File: config.mk
export PLATFORM = sky130hd
export DESIGN_NAME = bcd_scan_display
export DESIGN_NICKNAME = d
export VERILOG_FILES = /design/src/rtl/bcd_scan_display_pkg.sv /design/src/rtl/bcd_seg_decoder.sv /design/src/rtl/bcd_scan_display.sv
export SDC_FILE = /design/constraint.sdc
export NUM_CORES = 1
export LEC_CHECK = 0
export CORE_MARGIN = 4
export CORE_UTILIZATION = 30
export CTS_CLUSTER_SIZE = 28
export DETAILED_ROUTE_END_ITERATION = 7
export GPL_TIMING_DRIVEN = 0
export PLACE_DENSITY = 0.51
export SYNTH_ARGS = -nofsm -noshare
export SYNTH_HDL_FRONTEND = slang
export SYNTH_SLANG_ARGS = --single-unit
File: constraint.sdc
create_clock -name clk -period 5.38 [get_ports clk]
set_clock_uncertainty 0.15 [all_clocks]
set_input_delay 1.614 -clock clk [delete_from_list [all_inputs] [get_ports clk]]
set_output_delay 1.614 -clock clk [all_outputs]
set_load 0.01 [all_outputs]
File: src/rtl/bcd_scan_display_pkg.sv
// rtl/bcd_scan_display_pkg.sv - shared BCD widths and seven-segment patterns
package bcd_scan_display_pkg;

    localparam int         BCD_W   = 4;
    localparam logic [3:0] BCD_MAX = 4'd9;

    // Segment patterns, bit order g..a (seg[0]=a)
    localparam logic [6:0] SEG_0     = 7'h3F;
    localparam logic [6:0] SEG_1     = 7'h06;
    localparam logic [6:0] SEG_2     = 7'h5B;
    localparam logic [6:0] SEG_3     = 7'h4F;
    localparam logic [6:0] SEG_4     = 7'h66;
    localparam logic [6:0] SEG_5     = 7'h6D;
    localparam logic [6:0] SEG_6     = 7'h7D;
    localparam logic [6:0] SEG_7     = 7'h07;
    localparam logic [6:0] SEG_8     = 7'h7F;
    localparam logic [6:0] SEG_9     = 7'h6F;
    localparam logic [6:0] SEG_BLANK = 7'h00;

endpackage

File: src/rtl/bcd_seg_decoder.sv
// rtl/bcd_seg_decoder.sv - combinational BCD digit to seven-segment decoder
module bcd_seg_decoder
    import bcd_scan_display_pkg::*;
(
    input  logic [BCD_W-1:0] bcd,
    output logic [6:0]       seg
);

    // Codes above 9 cannot occur in a well-formed count; blank them anyway
    always_comb begin
        seg = SEG_BLANK;
        case (bcd)
            4'd0:    seg = SEG_0;
            4'd1:    seg = SEG_1;
            4'd2:    seg = SEG_2;
            4'd3:    seg = SEG_3;
            4'd4:    seg = SEG_4;
            4'd5:    seg = SEG_5;
            4'd6:    seg = SEG_6;
            4'd7:    seg = SEG_7;
            4'd8:    seg = SEG_8;
            4'd9:    seg = SEG_9;
            default: seg = SEG_BLANK;
        endcase
    end

endmodule

File: src/rtl/bcd_scan_display.sv
// rtl/bcd_scan_display.sv - cascaded BCD counter with latched multiplexed 7-seg display
module bcd_scan_display
    import bcd_scan_display_pkg::*;
#(
    parameter int NUM_DIGITS = 4,
    parameter int SCAN_DIV   = 1000
) (
    input  logic                        clk,
    input  logic                        rstn,
    input  logic                        cin,
    input  logic                        clr,
    input  logic                        latch,
    output logic [BCD_W*NUM_DIGITS-1:0] digits,
    output logic                        ovf,
    output logic [6:0]                  seg,
    output logic [NUM_DIGITS-1:0]       an
);

    localparam int CNT_W = BCD_W * NUM_DIGITS;
    localparam int IDX_W = (NUM_DIGITS > 1) ? $clog2(NUM_DIGITS) : 1;
    localparam int PRE_W = $clog2(SCAN_DIV);

    logic [CNT_W-1:0]      count_q, count_d;
    logic                  ovf_q, ovf_d;
    logic [CNT_W-1:0]      disp_q, disp_d;
    logic [PRE_W-1:0]      presc_q, presc_d;
    logic [IDX_W-1:0]      idx_q, idx_d;
    logic [NUM_DIGITS-1:0] an_q, an_d;
    logic [6:0]            seg_q, seg_d;
    logic [BCD_W-1:0]      sel_digit;
    logic [6:0]            sel_seg;
    logic                  carry;

    // Ripple the increment through the decades; a carry out of the top digit is overflow
    always_comb begin
        count_d = count_q;
        ovf_d   = ovf_q;
        carry   = cin;
        for (int i = 0; i < NUM_DIGITS; i++) begin
            if (carry) begin
                if (count_q[i*BCD_W +: BCD_W] == BCD_MAX) begin
                    count_d[i*BCD_W +: BCD_W] = '0;
                end else begin
                    count_d[i*BCD_W +: BCD_W] = count_q[i*BCD_W +: BCD_W] + 1'b1;
                    carry = 1'b0;
                end
            end
        end
        if (carry) begin
            ovf_d = 1'b1;
        end
        if (clr) begin
            count_d = '0;
            ovf_d   = 1'b0;
        end
    end

    // Display register captures the pre-edge count; clr never touches it
    always_comb begin
        disp_d = disp_q;
        if (latch) begin
            disp_d = count_q;
        end
    end

    // Free-running prescaler steps the scan index once every SCAN_DIV cycles
    always_comb begin
        presc_d = presc_q + 1'b1;
        idx_d   = idx_q;
        if (presc_q == PRE_W'(SCAN_DIV - 1)) begin
            presc_d = '0;
            if (idx_q == IDX_W'(NUM_DIGITS - 1)) begin
                idx_d = '0;
            end else begin
                idx_d = idx_q + 1'b1;
            end
        end
    end

    // Pick the display digit under the current scan index
    always_comb begin
        sel_digit = '0;
        for (int i = 0; i < NUM_DIGITS; i++) begin
            if (idx_q == IDX_W'(i)) begin
                sel_digit = disp_q[i*BCD_W +: BCD_W];
            end
        end
    end

    bcd_seg_decoder u_seg_decoder (
        .bcd (sel_digit),
        .seg (sel_seg)
    );

    // an and seg are both derived from the same index so they stay in step
    always_comb begin
        an_d  = NUM_DIGITS'(1) << idx_q;
        seg_d = sel_seg;
    end

    // State registers with asynchronous active-low reset
    always_ff @(posedge clk or negedge rstn) begin
        if (!rstn) begin
            count_q <= '0;
            ovf_q   <= 1'b0;
            disp_q  <= '0;
            presc_q <= '0;
            idx_q   <= '0;
            an_q    <= NUM_DIGITS'(1);
            seg_q   <= SEG_0;
        end else begin
            count_q <= count_d;
            ovf_q   <= ovf_d;
            disp_q  <= disp_d;
            presc_q <= presc_d;
            idx_q   <= idx_d;
            an_q    <= an_d;
            seg_q   <= seg_d;
        end
    end

    assign digits = count_q;
    assign ovf    = ovf_q;
    assign an     = an_q;
    assign seg    = seg_q;

endmodule

; ---- Yosys cells after proc, flatten, opt, wreduce, memory -nomap -nowiden
; Memory sizes are Yosys's and may differ from the RTL's. A register that Yosys moved wholly into a read port is not among the register bits.
; Index checks and enable logic that the tools add are counted.
; Widths: inputs -> output; s select.
[word_totals]
n_memories = 1
register_bits = 49
in_bits = 5
romBits = 112
[classes]
shift = 1
eq_ne = 8
reduce_logical = 7
muxes = 25
addsub = 6
[memory_table]
columns = memory, words, word_bits, read_ports, rd_clocked_by_memory_dff, write_ports, line
row1 = (no name shown), 16, 7, 1, 1, 0, bcd_seg_decoder.sv:12  ; case (bcd)
[ops]
columns = op, count
row1 = $mux 4, 12
row2 = $add 4x1->4 const B, 4
row3 = $eq 4x4->1 const B, 4
row4 = $mux 16, 1
row5 = $add 10x1->10 const B, 1
row6 = $eq 10x10->1 const B, 1
row7 = $mux 1, 10
row8 = $mux 10, 1
row9 = $reduce_bool 2->1, 5
row10 = $eq 2x2->1 const B, 2
row11 = $shl 1x2->4 const A, 1
row12 = $add 2x1->2 const B, 1
row13 = $eq 2x1->1 const B, 1
row14 = $logic_not 2->1, 1
row15 = $mux 2, 1
row16 = $logic_not 1->1, 1

; ---- Logic depth before layout (Yosys ltp)
[depth]
ltp_word = 8
depth_mapped = 9

; ---- Cells and area by module
; A second synthesis with hierarchy kept.
[unflattened]
hier_cells = 271
hier_area_um2 = 2829.0
[modules_own_cells]
columns = mod, area_per_inst_um2, cells_each, n_inst
row1 = bcd_scan_display, 2610.0, 243, 1
row2 = bcd_seg_decoder, 219.0, 28, 1

; ---- Worst setup path after synthesis
; OpenSTA, ideal clock, no wires.
[synth_timing]
path_type = input -> register
start = in latch
end = reg disp_q[0]
n_path_buf = 2
t_arrival_ns = 2.583
stages = 3
setup_slack_ns = 2.522
required_time_ns = 5.105
cell_sequence = clkbuf_1 buf_1 mux2_2
[synth_lines]
columns = item, line
row1 = from (decl), bcd_scan_display.sv:12  ; input logic latch,
row2 = to (signal assigned), bcd_scan_display.sv:114  ; disp_q <= disp_d;
row3 = to (decl), bcd_scan_display.sv:25  ; logic [CNT_W-1:0] disp_q, disp_d;
; No word-level cell between the ends.

; ---- Worst setup path in the final report
[layout_timing]
start = reg count_q[2], in the netlist digits[2]
end = out digits[2]
[layout_lines]
columns = item, line
row1 = from (decl), bcd_scan_display.sv:23  ; logic [CNT_W-1:0] count_q, count_d;
row2 = from (signal assigned), bcd_scan_display.sv:112  ; count_q <= count_d;
row3 = to (decl), bcd_scan_display.sv:13  ; output logic [BCD_W*NUM_DIGITS-1:0] digits,
; No word-level cell between the ends.

==> summary.txt <==
Status - complete, no violations
Cts hold-fix bufs - 0
Met2 Use GR - 17.46%
DRT Pass-1 Iters - 4
Mapped Area - 0.002809 sq mm
Compound-cell area share of the yosys netlist - 9.800%
Multiplexer area fraction after synthesis - 7.528%
DP HPWL - 4037 microns
Maxcap violations - 0
Final period util - 58.66%
CP max FO - 9
Syn-to-layout area delta - 20.13%
WL per Instance - 13.58 microns
Simple-Gate Fraction of Synth Area - 17.91%
WL final - 5541 microns
Mean Syn Cell Area - 10.89 sq um
Met3 Resource Use GR - 2.038%
XOR/XNOR Fraction of Synth Area - 2.806%
Leakage - 1.470 nW
Critical path arrival - 1.39 ns
Combinational family with the most area after synthesis - simple AND/OR/NAND/NOR gates
Most frequent cells in the layout - dfrtp_1 (49), clkdlybuf4s50_1 (29), nor2_1 (22)
Rel. slew slack - 57.06%
Fin worst setup slack - 2.224 ns
CP max-delay cell - clkdlybuf4s50_1
Via Count - 1978
Antenna diode count - 0
Cell variety after synth - 49
Hold Path Sink - presc_q[0]
Pre-CTS WS - 1.918 ns
Fin crit period - 3.156 ns
Die footprint - 0.01098 sq mm
Placed insts - 400
Top cells by area, synth - dfrtp_1 (44%), ha_1 (8.5%), mux2_2 (6.8%)
Clock sinks - 56
Yosys warns - 0
TritonCTS buffer count - 5
Antenna violations before repair - 0
Top_reg_cell synth - dfrtp_1
PnR Total Power - 0.0007738 W
Chip Width - 104.8 microns
RSZ-0062 raised after global routing - no
Synth area leader - dfrtp_1
Critical Path End Type - output pin
Ys async rst share - 100.0%
IO Port Bufs - 30
EDFF count, synth - 0
Setup repair bufs after CTS - 0
Initial Util - 30.54%
Area fraction of the dominant cell type after synthesis - 43.65%
#FFs+latches synth - 56
Tightest Pin Transition - 0.6440 ns
CP top delay family - buffers and inverters
Clk root buf - clkbuf_8
Area share of fa/ha/maj cells after synthesis - 8.463%
CP peak stage delay - 0.59 ns
Setup violators final - 0
Syn Nets - 282
Post-CTS Resized - 0
Top Ports - 33
Clk slew on worst S/H paths - 0.11 ns
Setup Crit Path Kind - flip-flop to output pin
Via/cell ratio - 4.848
First-pass GRT wire length - 9604 microns
Worst path buffer plus inverter count - 1
Final #Nets - 320
Clock latency on the worst-skew pair - 0.32 ns
Fmax - 316.9 MHz
ANT nets after route - 0
Max VDD drop - 0.08750 mV
R2R Setup Slk - 3.04 ns
Initial DRC count - 72
Row cnt - 35
Met1 Track Usage GR - 13.86%
DRC violations left - 0
Layout cells sized above 1 - 17.51%
Fin. Hold Viols - 0
Startpoint class of the critical path - flip-flop
Non-filler cells, final - 408
Mapped Cells - 258
CP cell instances - clkdlybuf4s50_1
Reg2Reg Depth - 9
Die height - 104.8 microns
Commonest non-fill, non-tap cell in the layout - dfrtp_1
Setup TNS - 0 ns
Worst r2r src - idx_q[0]
Largest net degree at the start of global routing - 30
Pwr per Cell Area - 229.3 mW/mm^2
Deepest clock path buffer count - 2
Post-synthesis sequential area ratio - 50.20%
Reg-to-reg endpoint - seg[5]
Most used routing layer - met2
Hold depth - 1
Worst Min Path Start - presc_q[0]
Routability cong. - 0.7862
Core footprint - 0.009196 sq mm
H-tree Lvls - 2
CTS tree - built
Number of global-route vias before repair - 1944
Critical path required time - 3.62 ns
Total GRT Usage - 10.58%
Min-Delay Path Class - flip-flop to flip-flop
Slew Limit Fails - 0
Grt ovf - 0
metal layers:
metal,vias up,wire length (microns)
met5,-,0
met3,7,165
met2,27,2580
met4,0,76
li1,979,-
met1,965,2718
worst max path at each step:
stage                  to      start  cells past startpoint
6_report        digits[2]  digits[2]                      1
5_1_grt         digits[2]  digits[2]                      1
4_1_cts         digits[2]  digits[2]                      1
3_5_place_dp   digits[11]        cin                      7
3_3_place_gp    digits[5]       rstn                      1
2_1_floorplan   disp_q[0]      latch                      3
sequential cells by signal, indices dropped and copies added, names as in the netlist:
name	flops
idx_q	2
disp_q	16
digits	16
ovf	1
presc_q	10
seg	7
an	4
power by group:
part           total (W)  internal (W)  leakage [nW]  switching (W)
Combinational  0.0000587     0.0000270         0.675      0.0000318
Clock           0.000278      0.000138        0.0541       0.000140
Sequential      0.000437      0.000432         0.741     0.00000433
Total           0.000774      0.000597          1.47       0.000176
cell type report:
| type | instances | area, sq um |
|---|---|---|
| multi-input cells | 182 | 1306 |
| repair buffers | 31 | 315.3 |
| well taps | 111 | 138.9 |
| clock buffers | 5 | 68.82 |
| inverters | 12 | 45.04 |
| flip-flops and latches | 56 | 1410 |
| clock inverters | 3 | 42.54 |
| fillers | 931 | 5822 |
| plain buffers | 8 | 47.55 |
per-stage QoR:
| step | utilization, % | instance area, sq um | hold slack [ns] |
|---|---|---|---|
| floorplan | - | 2809 | 0.2829 |
| global placement | 35.32 | 3248 | 0.2970 |
| detailed placement | 35.48 | 3263 | 0.2999 |
| CTS | 36.69 | 3374 | 0.3139 |
| global route | 36.69 | 3374 | 0.3454 |
| finish | 36.69 | 3374 | 0.3097 |
synthesized netlist by cell type (3+ instances only):
master	instances
dfrtp_1	49
nor2_1	22
nand2_1	20
ha_1	19
a21oi_1	18
mux2_2	17
inv_1	12
nor3_1	9
dfstp_2	7
o21ai_0	7
nor2b_1	6
xnor2_1	6
a31oi_1	5
nand2b_1	4
nand3_1	4
and3b_2	3
nor3b_1	3
xor2_1	3
kinds of logic (layout without fill, tap and decap cells):
family | count (synthesis) | count (layout)
XOR/XNOR | 9 | 9
buffers and inverters | 20 | 59
AND/OR/NAND/NOR | 92 | 92
adder cells (fa/ha/maj) | 19 | 19
multiplexers | 19 | 19
AO/OA/AOI/OAI | 43 | 43
flip-flops | 56 | 56
Power figures use the tool's default switching activity.
